## config.mk

```make
export PLATFORM = sky130hd
export DESIGN_NAME = mem_copy_engine
export DESIGN_NICKNAME = d
export VERILOG_FILES = /design/src/rtl/mem_copy_engine.sv
export SDC_FILE = /design/constraint.sdc
export NUM_CORES = 1
export LEC_CHECK = 0
export BUFFER_PORTS_ARGS = -buffer_cell sky130_fd_sc_hd__buf_2
export CORE_MARGIN = 2
export CORE_UTILIZATION = 51
export CTS_CLUSTER_SIZE = 30
export DETAILED_ROUTE_END_ITERATION = 10
export GPL_TIMING_DRIVEN = 0
export PLACE_DENSITY = 0.79
export SLEW_MARGIN = 20
export SYNTH_ARGS = -nofsm -noshare
export SYNTH_HDL_FRONTEND = slang
export SYNTH_SLANG_ARGS = --single-unit
```

## constraint.sdc

```tcl
create_clock -name clk -period 2.6 [get_ports clk]
set_clock_uncertainty 0.2 [all_clocks]
set_input_delay 0.39 -clock clk [delete_from_list [all_inputs] [get_ports clk]]
set_output_delay 0.39 -clock clk [all_outputs]
set_load 0.005 [all_outputs]
```

## src/rtl/mem_copy_engine.sv

```systemverilog
// mem_copy_engine: copies LEN words src->dst over the data memory port, one read then one write per word.
// Optional build macro MEMCOPY_CHECKSUM_EN adds a checksum output summing every word written.
module mem_copy_engine #(
    parameter int ADDR_W = 7,
    parameter int DATA_W = 32,
    parameter int LEN_W  = 8
) (
    input  logic              clk,
    input  logic              reset,
    input  logic              start,
    input  logic              abort,
    input  logic [ADDR_W-1:0] src_addr,
    input  logic [ADDR_W-1:0] dst_addr,
    input  logic [LEN_W-1:0]  length,
    output logic              busy,
    output logic              done,
    output logic [ADDR_W-1:0] addr,
    output logic [DATA_W-1:0] write_data,
    input  logic [DATA_W-1:0] read_data,
    output logic              MemRead,
    output logic              MemWrite
`ifdef MEMCOPY_CHECKSUM_EN
    ,
    output logic [DATA_W-1:0] checksum
`endif
);

    typedef enum logic [1:0] {IDLE, READ, WRITE, DONE} state_t;

    localparam logic [LEN_W-1:0] MAX_LEN = LEN_W'(2 ** ADDR_W);

    state_t            state_q;
    logic [ADDR_W-1:0] src_q, dst_q, addr_q;
    logic [LEN_W-1:0]  rem_q;
    logic [DATA_W-1:0] buf_q;
    logic              busy_q, done_q, rd_q, wr_q;
    logic [LEN_W-1:0]  len_clamped;
`ifdef MEMCOPY_CHECKSUM_EN
    logic [DATA_W-1:0] csum_q;
`endif

    // Requests longer than the whole memory are cut to one full pass.
    always_comb len_clamped = (length > MAX_LEN) ? MAX_LEN : length;

    // Copy FSM; all port outputs are registered and set on the edge entering each state.
    always_ff @(posedge clk or negedge reset) begin
        if (!reset) begin
            state_q <= IDLE;
            src_q   <= '0;
            dst_q   <= '0;
            addr_q  <= '0;
            rem_q   <= '0;
            buf_q   <= '0;
            busy_q  <= 1'b0;
            done_q  <= 1'b0;
            rd_q    <= 1'b0;
            wr_q    <= 1'b0;
`ifdef MEMCOPY_CHECKSUM_EN
            csum_q  <= '0;
`endif
        end else begin
            done_q <= 1'b0;
            case (state_q)
                IDLE: if (start) begin
                    src_q <= src_addr;
                    dst_q <= dst_addr;
                    rem_q <= len_clamped;
`ifdef MEMCOPY_CHECKSUM_EN
                    csum_q <= '0;
`endif
                    if (len_clamped == '0) begin
                        state_q <= DONE;
                        done_q  <= 1'b1;
                    end else begin
                        state_q <= READ;
                        busy_q  <= 1'b1;
                        rd_q    <= 1'b1;
                        addr_q  <= src_addr;
                    end
                end
                READ: begin
                    rd_q <= 1'b0;
                    if (abort) begin
                        state_q <= IDLE;
                        busy_q  <= 1'b0;
                    end else begin
                        buf_q   <= read_data;
                        state_q <= WRITE;
                        wr_q    <= 1'b1;
                        addr_q  <= dst_q;
                    end
                end
                WRITE: begin
                    wr_q  <= 1'b0;
                    src_q <= src_q + 1'b1;
                    dst_q <= dst_q + 1'b1;
                    rem_q <= rem_q - 1'b1;
`ifdef MEMCOPY_CHECKSUM_EN
                    csum_q <= csum_q + buf_q;
`endif
                    if (abort) begin
                        state_q <= IDLE;
                        busy_q  <= 1'b0;
                    end else if (rem_q == LEN_W'(1)) begin
                        state_q <= DONE;
                        busy_q  <= 1'b0;
                        done_q  <= 1'b1;
                    end else begin
                        state_q <= READ;
                        rd_q    <= 1'b1;
                        addr_q  <= src_q + 1'b1;
                    end
                end
                DONE: state_q <= IDLE;
                default: state_q <= IDLE;
            endcase
        end
    end

    assign busy       = busy_q;
    assign done       = done_q;
    assign addr       = addr_q;
    assign write_data = buf_q;
    assign MemRead    = rd_q;
    assign MemWrite   = wr_q;
`ifdef MEMCOPY_CHECKSUM_EN
    assign checksum   = csum_q;
`endif

endmodule

```

Word level (Yosys, flattened, before mapping)
Index checks and enable logic that the tools add are counted.
Widths: inputs -> output; s select.
{"block": "classes", "add_sub_neg": 3, "magnitude_cmp": 1, "n_eq_ne": 11, "muxes": 35, "n_bitwise": 1, "reduce_logical": 11}
{"op": "$mux 7", "count": 7}
{"op": "$pmux 7 s2", "count": 2}
{"op": "$pmux 7 s3", "count": 1}
{"op": "$mux 8", "count": 2}
{"op": "$pmux 8 s2", "count": 1}
{"op": "$add 7x1->7 const B", "count": 2}
{"op": "$mux 1", "count": 12}
{"op": "$ne 2x2->1 const B", "count": 6}
{"op": "$mux 2", "count": 5}
{"op": "$reduce_and 5->1", "count": 2}
{"op": "$eq 8x1->1 const B", "count": 1}
{"op": "$gt 8x8->1 const B", "count": 1}
{"op": "$logic_not 8->1", "count": 1}
{"op": "$pmux 2 s4", "count": 1}
{"op": "$sub 8x1->8 const B", "count": 1}
{"op": "$pmux 1 s3", "count": 2}
{"op": "$reduce_and 2->1", "count": 3}
{"op": "$reduce_and 6->1", "count": 1}
{"op": "$eq 2x2->1 const B", "count": 2}
{"op": "$pmux 1 s2", "count": 2}
{"op": "$reduce_bool 2->1", "count": 2}
{"op": "$ne 3x3->1 const B", "count": 1}
{"op": "$reduce_bool 3->1", "count": 1}
{"op": "$eq 2x1->1 const B", "count": 1}
{"op": "2 further kinds", "count": 2}
{"block": "word_totals", "reg_bits": 67, "input_bits": 58}

Depth between registers and ports, before layout
Gate-level depths: netlist (run 1).
{"block": "depth", "ltp_word": 6, "depth_mapped": 8}

Least setup slack after synthesis (run 1)
Ideal clock, no wire load.
{"block": "synth_path", "path_kind": "reg2reg", "startpoint": "register state_q[0]", "endpoint": "register addr_q[0] (netlist: addr[0])", "arrival_time_ns": 1.770, "required_time_ns": 2.275, "path_slack_ns": 0.505, "stages_incl_launch_ff": 7, "path_buffers": 1, "path_cell_list": "dfrtp_1 -> inv_1 -> ha_1 -> buf_2 -> a22o_1 -> a211oi_4 -> mux2_2"}
{"block": "synth_via", "elab_chain_len": 3, "word_cells_on_any_way": 11, "classes_between": "eq/ne: 7; mux: 1; reduce/logical: 3"}
{"item": "start: declaration", "line": "32", "source": "state_t state_q;"}
{"item": "start signal: assignment", "line": "48", "source": "state_q <= IDLE;"}
{"item": "start signal: assignment", "line": "72", "source": "state_q <= DONE;"}
{"item": "start signal: assignment", "line": "75", "source": "state_q <= READ;"}
{"item": "$eq 2x2->1, or another cell as far along", "line": "63", "source": "case (state_q)"}
{"item": "$ne 2x2->1 (no source line) / $reduce_bool 3->1 (equally long branches)"}
{"item": "$reduce_and 6->1 (no source line)"}
{"item": "end signal: assignment", "line": "78", "source": "addr_q <= src_addr;"}
{"item": "end signal: assignment", "line": "90", "source": "addr_q <= dst_q;"}
{"item": "end signal: assignment", "line": "111", "source": "addr_q <= src_q + 1'b1;"}
{"item": "end: declaration", "line": "33", "source": "logic [ADDR_W-1:0] src_q, dst_q, addr_q;"}
Parallel ways exist; a longest one is shown, timed or not.
A chain may end at the register's enable or synchronous reset.

Final worst setup path (run 1)
{"block": "layout_path", "startpoint": "register state_q[0]", "endpoint": "register dst_q[2]"}
{"block": "layout_via", "elab_chain_len": 3, "word_cells_on_any_way": 6, "classes_between": "eq/ne: 2; mux: 1; reduce/logical: 3"}
{"item": "$eq 2x2->1 / $logic_not 2->1 (equally long branches)", "line": "63"}
{"item": "$reduce_bool 2->1 (no source line) / $ne 2x2->1 (equally long branches)"}
{"item": "$reduce_and 2->1 (no source line)"}
{"item": "end signal: assignment", "line": "66", "source": "dst_q <= dst_addr;"}
{"item": "end signal: assignment", "line": "96", "source": "dst_q <= dst_q + 1'b1;"}
{"item": "end: declaration", "line": "33"}
Parallel ways exist; a longest one is shown, timed or not.

==> impl_metrics.py, run 1 <==
metrics = {
    "synth": {
        "syn_inst": 313,
        "synth_top_area_share": 0.502,
        "yosysWarnings": 0,
        "syn_avg_cell_area_sq_um": 10.7,
        "synth_top_cells_by_count": "dfrtp_1 (67), mux2_2 (39), o21ai_0 (22)",
        "synth_top_cells_by_area": "dfrtp_1 (50%), mux2_2 (13%), mux2i_1 (3.3%), o21ai_0 (3.3%), a21oi_1 (3.0%)",
        "async_flop_share": 1.00,
        "ys.flop_type": "dfrtp_1",
        "synth_largest_area_cell": "dfrtp_1",
        "synth.distinct_cells": 42,
        "synth_edf_count": 0,
        "syn_area_sq_um": 3340,
        "yosysSeqAreaShare": 0.502,
        "yosysMostFrequentCell": "dfrtp_1",
        "synth_seq_cells": 67,
        "syn_nets": 379,
    },
    "pwr": {
        "irDropWorstVdd_mv": 0.697,
        "power.leakage_nw": 1.97,
        "powerDensity_nw_per_um2": 1310,
    },
    "sta": {
        "worst_pin_slew_ns": 0.703,
        "holdWs_ns": 0.0667,
        "grt_setup_unrepaired": "no",
        "timing.final.crit_share": 0.905,
        "relSlewSlack": 0.518,
        "fin_crit_ns": 2.35,
        "finalMaxSlewViolations": 0,
        "setup_tns_ns": 0,
        "finalSetupViolCount": 0,
        "max_freq_mhz": 425,
        "hold_violations": 0,
    },
    "clocking": {
        "clock_latency_ns": 0.35,
        "tritoncts": "yes",
        "post_cts_buffers": 0,
        "cts_resized": 0,
        "numCtsBuffers": 9,
        "path_clk_slew_ns": 0.08,
        "cts-root-buf": "clkbuf_8",
        "cts_buffer_depth": 2,
        "h-tree-depth": 3,
        "clkSinkCount": 67,
    },
    "setup_path": {
        "ff2ff_path_depth": 6,
        "critPathMaxFanout": 10,
        "slowest_delay_ns": 0.48,
        "critPathBufInv": 4,
        "critical_path_required_ns": 2.61,
        "worstPathArrival_ns": 2.36,
        "end_kind": "register",
        "start_kind": "register",
        "cp_num_cells": 6,
        "path_delay_family": "buffers and inverters",
        "crit_type": "register to register",
        "crit_chain": "inv_1 > ha_1 > buf_2 > buf_1 > clkbuf_1 > a21oi_1",
        "critPathSlowestCell": "buf_1",
        "ff2ff_setup_slack_ns": 0.25,
    },
    "global_routing": {
        "grt_pass1_vias": 2802,
        "overflow": 0,
        "grt_use_total": 0.225,
        "antenna_found_initial": 0,
        "grt_max_degree": 36,
        "grt_pass1_wl_um": 12900,
    },
    "drt": {
        "vias": 2881,
        "wl_met2_um": 3940,
        "routed.top_layer": "met4",
        "vias_per_cell": 5.68,
        "wl_um": 7910,
        "met3_length_um": 415,
        "met1_length_um": 3340,
        "dr.first_iter.drc_count": 139,
        "drc": 0,
        "first_pass_iters": 4,
        "avgRoutedWirePerCell_um": 15.6,
        "ant_nets": 0,
    },
    "worst_hold_path": {
        "hp-class": "input pin to register",
        "hold_path_depth": 2,
    },
    "die": {
        "num_rows": 29,
        "fp.dieW_um": 84.9,
        "die_h_um": 84.9,
        "coreArea_sq_um": 6350,
        "io_pins": 101,
        "dieArea_sq_um": 7210,
        "start_util": 0.526,
    },
    "placed_design": {
        "portBuffers": 100,
        "hpwlAfterDp_um": 5870,
        "place.gp.congestion": 0.855,
        "place_area_sq_um": 3960,
    },
    "outcome": {
        "outcome": "complete, no violations",
    },
    "cells_and_area": {
        "drive_above_1_share": 0.386,
        "final_area_sq_um": 4210,
        "diodes": 0,
        "syn2layout_area_growth_pct": 26.0,
        "fillers": 512,
        "nNetsFinal": 492,
    },
    "run": {
        "cap_violations": 0,
    },
}
[per-layer routing]
metal	vias up	global-route usage
li1	1367	-
met1	1406	0.286
met2	86	0.364
met3	22	0.0545
met4	0	0.107
met5	-	0
[cell families (layout without fill, tap and decap cells)]
kind of cell,Yosys count,after routing,synth area share
simple gates,83,83,0.125
compound gates,77,77,0.143
flops,67,67,0.502
mux,50,50,0.164
buf+inv,27,144,0.0330
fa+ha+maj,8,8,0.0300
xor+xnor,1,1,0.00262
[metrics by stage]
step | power [mW] | std cells | util | setup WS (ns)
after floorplan | 3.60 | 313 | - | 0.505
after global placement | 4.37 | 490 | 0.620 | 0.326
after detailed placement | 4.46 | 491 | 0.624 | 0.270
after CTS | 5.51 | 507 | 0.663 | 0.253
after global routing | 5.90 | 507 | 0.663 | 0.105
final | 5.50 | 507 | 0.663 | 0.247
[state kept, by name (all words and copies together), names as in the netlist]
name / cells
MemWrite: 1
addr: 7
MemRead: 1
write_data: 32
src_q: 7
state_q: 2
busy: 1
dst_q: 7
rem_q: 8
done: 1
[placed cells by master, fill, tap and decap left out, drive strengths merged, types with 6 or more instances in the layout]
master	n
buf	109
dfrtp	67
mux2	39
o21ai	22
nor2	20
a21oi	20
clkbuf	20
nand2	19
nand3	15
o22ai	12
mux2i	11
inv	8
ha	8
a22oi	6
[layout make-up]
type,instances,area (sq um),area share
Buffer,19,80.1,0.0190
Inverter,8,30.0,0.00713
Tap cell,77,96.3,0.0229
Multi-Input combinational cell,219,1550,0.369
Clock buffer,9,124,0.0294
Sequential cell,67,1680,0.398
Clock inverter,6,115,0.0273
Timing Repair Buffer,102,533,0.127
[what timing repair did]
item | CTS | global route
endpoints found under the setup margin | 0 | 0
hold buffers | 1 | 0
endpoints found under the hold margin | 32 | 0
[power by group]
group          internal, mW  total [mW]  switching, mW  leakage, nW
sequential             1.57        1.93          0.366        0.793
combinational          1.21        2.52           1.32         1.06
clock                 0.635        1.04          0.407        0.115
total                  3.41        5.50           2.09         1.97
[final timing paths]
check,start,endpoint
setup / recovery,state_q[0],dst_q[2]
hold / removal,read_data[22],write_data[22]
setup reg to reg,state_q[0],dst_q[2]
hold reg to reg,write_data[20],write_data[20]
max in group asynchronous,reset,addr[1]
min in group asynchronous,reset,dst_q[0]
Power figures use the tool's default switching activity.
==> inputs of run 2 (changes only) <==
--- a/config.mk
+++ b/config.mk
@@ -7,11 +7,11 @@
 export LEC_CHECK = 0
 export BUFFER_PORTS_ARGS = -buffer_cell sky130_fd_sc_hd__buf_2
 export CORE_MARGIN = 2
-export CORE_UTILIZATION = 51
+export CORE_UTILIZATION = 40
 export CTS_CLUSTER_SIZE = 30
 export DETAILED_ROUTE_END_ITERATION = 10
 export GPL_TIMING_DRIVEN = 0
-export PLACE_DENSITY = 0.79
+export SETUP_SLACK_MARGIN = 0.4
 export SLEW_MARGIN = 20
 export SYNTH_ARGS = -nofsm -noshare
 export SYNTH_HDL_FRONTEND = slang
==> run 2 against run 1 <==
Register-to-register slack improved by 0.20 ns. Cell count rose by 6.3%. Sequential share of layout area decreased by 1.0 points. Worst setup slack better by 0.20 ns. Largest cell class unchanged.
==> impl_metrics.py, run 2 (synthesis results as in run 1) <==
metrics = {
    "outcome": {
        "outcome": "complete, no violations",
    },
    "drt": {
        "vias_per_cell": 5.24,
        "drc": 0,
        "wl_um": 8080,
        "vias": 2824,
        "avgRoutedWirePerCell_um": 15.0,
        "first_pass_iters": 4,
        "dr.first_iter.drc_count": 133,
        "ant_nets": 0,
    },
    "pwr": {
        "powerDensity_nw_per_um2": 1300,
        "power_frac_seq": 0.343,
        "total_power_mw": 5.64,
        "irDropWorstVdd_mv": 0.567,
        "power.leakage_nw": 2.03,
        "p_switching_mw": 2.11,
        "p_sw_frac": 0.375,
        "p_int_mw": 3.53,
        "pwr-share-comb": 0.472,
        "clkPwrFrac": 0.186,
    },
    "setup_path": {
        "critical_path_required_ns": 2.63,
        "r2r-start": "state_q[1]",
        "start_kind": "register",
        "critPathMaxFanout": 10,
        "ff2ff_setup_slack_ns": 0.45,
        "end_kind": "register",
        "ff2ff_path_depth": 7,
        "crit_type": "register to register",
        "r2r_end": "addr[0]",
        "worstPathArrival_ns": 2.18,
    },
    "cells_and_area": {
        "final_core_util": 0.528,
        "nNetsFinal": 496,
        "diodes": 0,
        "syn2layout_area_growth_pct": 29.3,
        "fillers": 764,
        "stdcell_count": 539,
        "layout_commonest_cell": "buf_2",
        "final_area_sq_um": 4320,
        "drive_above_1_share": 0.422,
        "final_cell_mix": "buf_2 (105), dfrtp_1 (67), mux2_2 (39), o21ai_0 (22)",
        "largest_reg_flops": 32,
    },
    "die": {
        "io_pins": 101,
        "fp.dieW_um": 95.4,
        "coreArea_sq_um": 8180,
        "num_rows": 33,
        "start_util": 0.409,
        "die_h_um": 95.4,
        "dieArea_sq_um": 9100,
    },
    "global_routing": {
        "antenna_found_initial": 0,
        "grt_pass1_wl_um": 13200,
        "grt_pass1_vias": 2739,
        "grt_use_total": 0.188,
        "grt_max_degree": 35,
        "overflow": 0,
    },
    "clocking": {
        "cts_buffer_depth": 2,
        "cts-root-buf": "clkbuf_8",
        "clkSinkCount": 67,
        "numCtsBuffers": 9,
        "path_clk_slew_ns": 0.08,
        "h-tree-depth": 3,
        "tritoncts": "yes",
        "clock_latency_ns": 0.34,
    },
    "sta": {
        "relSlewSlack": 0.675,
        "grt_setup_unrepaired": "yes",
        "holdWs_ns": 0.0791,
        "finalMaxSlewViolations": 0,
        "setup_tns_ns": 0,
        "timing.final.ws_setup_ns": 0.449,
        "timing.final.crit_share": 0.827,
        "worst_pin_slew_ns": 0.487,
        "hold_violations": 0,
        "finalSetupViolCount": 0,
        "max_freq_mhz": 465,
        "fin_crit_ns": 2.15,
    },
    "placed_design": {
        "dpl_worst_slack_ns": 0.219,
        "placedCellCount": 519,
        "place_area_sq_um": 4000,
        "portBuffers": 100,
        "hpwlAfterDp_um": 5940,
        "place.gp.congestion": 0.827,
    },
    "worst_hold_path": {
        "min_to": "write_data[19]",
        "hp-start": "read_data[19]",
        "hold_path_depth": 2,
        "hp-class": "input pin to register",
    },
    "run": {
        "cap_violations": 0,
    },
}
## run 2: changes by cell type in the layout (fill, tap and decap cells not counted), sizes merged
cell,delta
buf,+4
## run 2: worst max-delay path by stage
stage	from	end	depth (start not counted)
after floorplan	state_q[0]	addr[0]	6
final	state_q[1]	addr[0]	7
after detailed placement	state_q[0]	addr[1]	6
after global placement	state_q[0]	addr[0]	6
after CTS	state_q[1]	rem_q[4]	7
after global routing	state_q[1]	addr[5]	7
## run 2: worst max-delay path, cell delays in order, from the launching register on
cell,delay [ns]
dfrtp_1,0.41
buf_4,0.15
ha_2,0.19
buf_6,0.14
a22o_1,0.25
a211oi_4,0.21
buf_12,0.16
mux2_2,0.32
## run 2: cell type report
class / count / area (sq um) / share of cell area
well taps: 105 / 131 / 0.0304
clock inverters: 6 / 115 / 0.0266
multi-input cells: 219 / 1570 / 0.363
repair buffers: 106 / 576 / 0.133
inverters: 8 / 30.0 / 0.00695
plain buffers: 19 / 101 / 0.0235
flip-flops and latches: 67 / 1680 / 0.388
clock buffers: 9 / 124 / 0.0287
## run 2: power by group through the flow
| stage | Combinational, mW | Sequential (mW) | Clock [mW] |
|---|---|---|---|
| 6_report | 2.66 | 1.93 | 1.05 |
| 5_1_grt | 3.00 | 2.01 | 1.11 |
| 4_1_cts | 2.60 | 1.94 | 1.07 |
| 3_5_place_dp | 2.52 | 1.95 | 0 |
| 3_3_place_gp | 2.48 | 1.93 | 0 |
| 2_1_floorplan | 1.68 | 1.92 | 0 |
## run 2: layer usage
| metal | vias up | routed length, um | GRT usage |
|---|---|---|---|
| li1 | 1378 | - | - |
| met1 | 1343 | 3660 | 0.259 |
| met2 | 96 | 3680 | 0.283 |
| met3 | 7 | 643 | 0.0625 |
| met4 | 0 | 86 | 0.0583 |
| met5 | - | 0 | 0 |
## run 2: what timing repair did
action,CTS,global route
hold buffers,1,0
buffers inserted,1,3
setup endpoints to repair,23,56
resized for setup,4,21
pin swaps,1,0
endpoints found under the hold margin,33,0
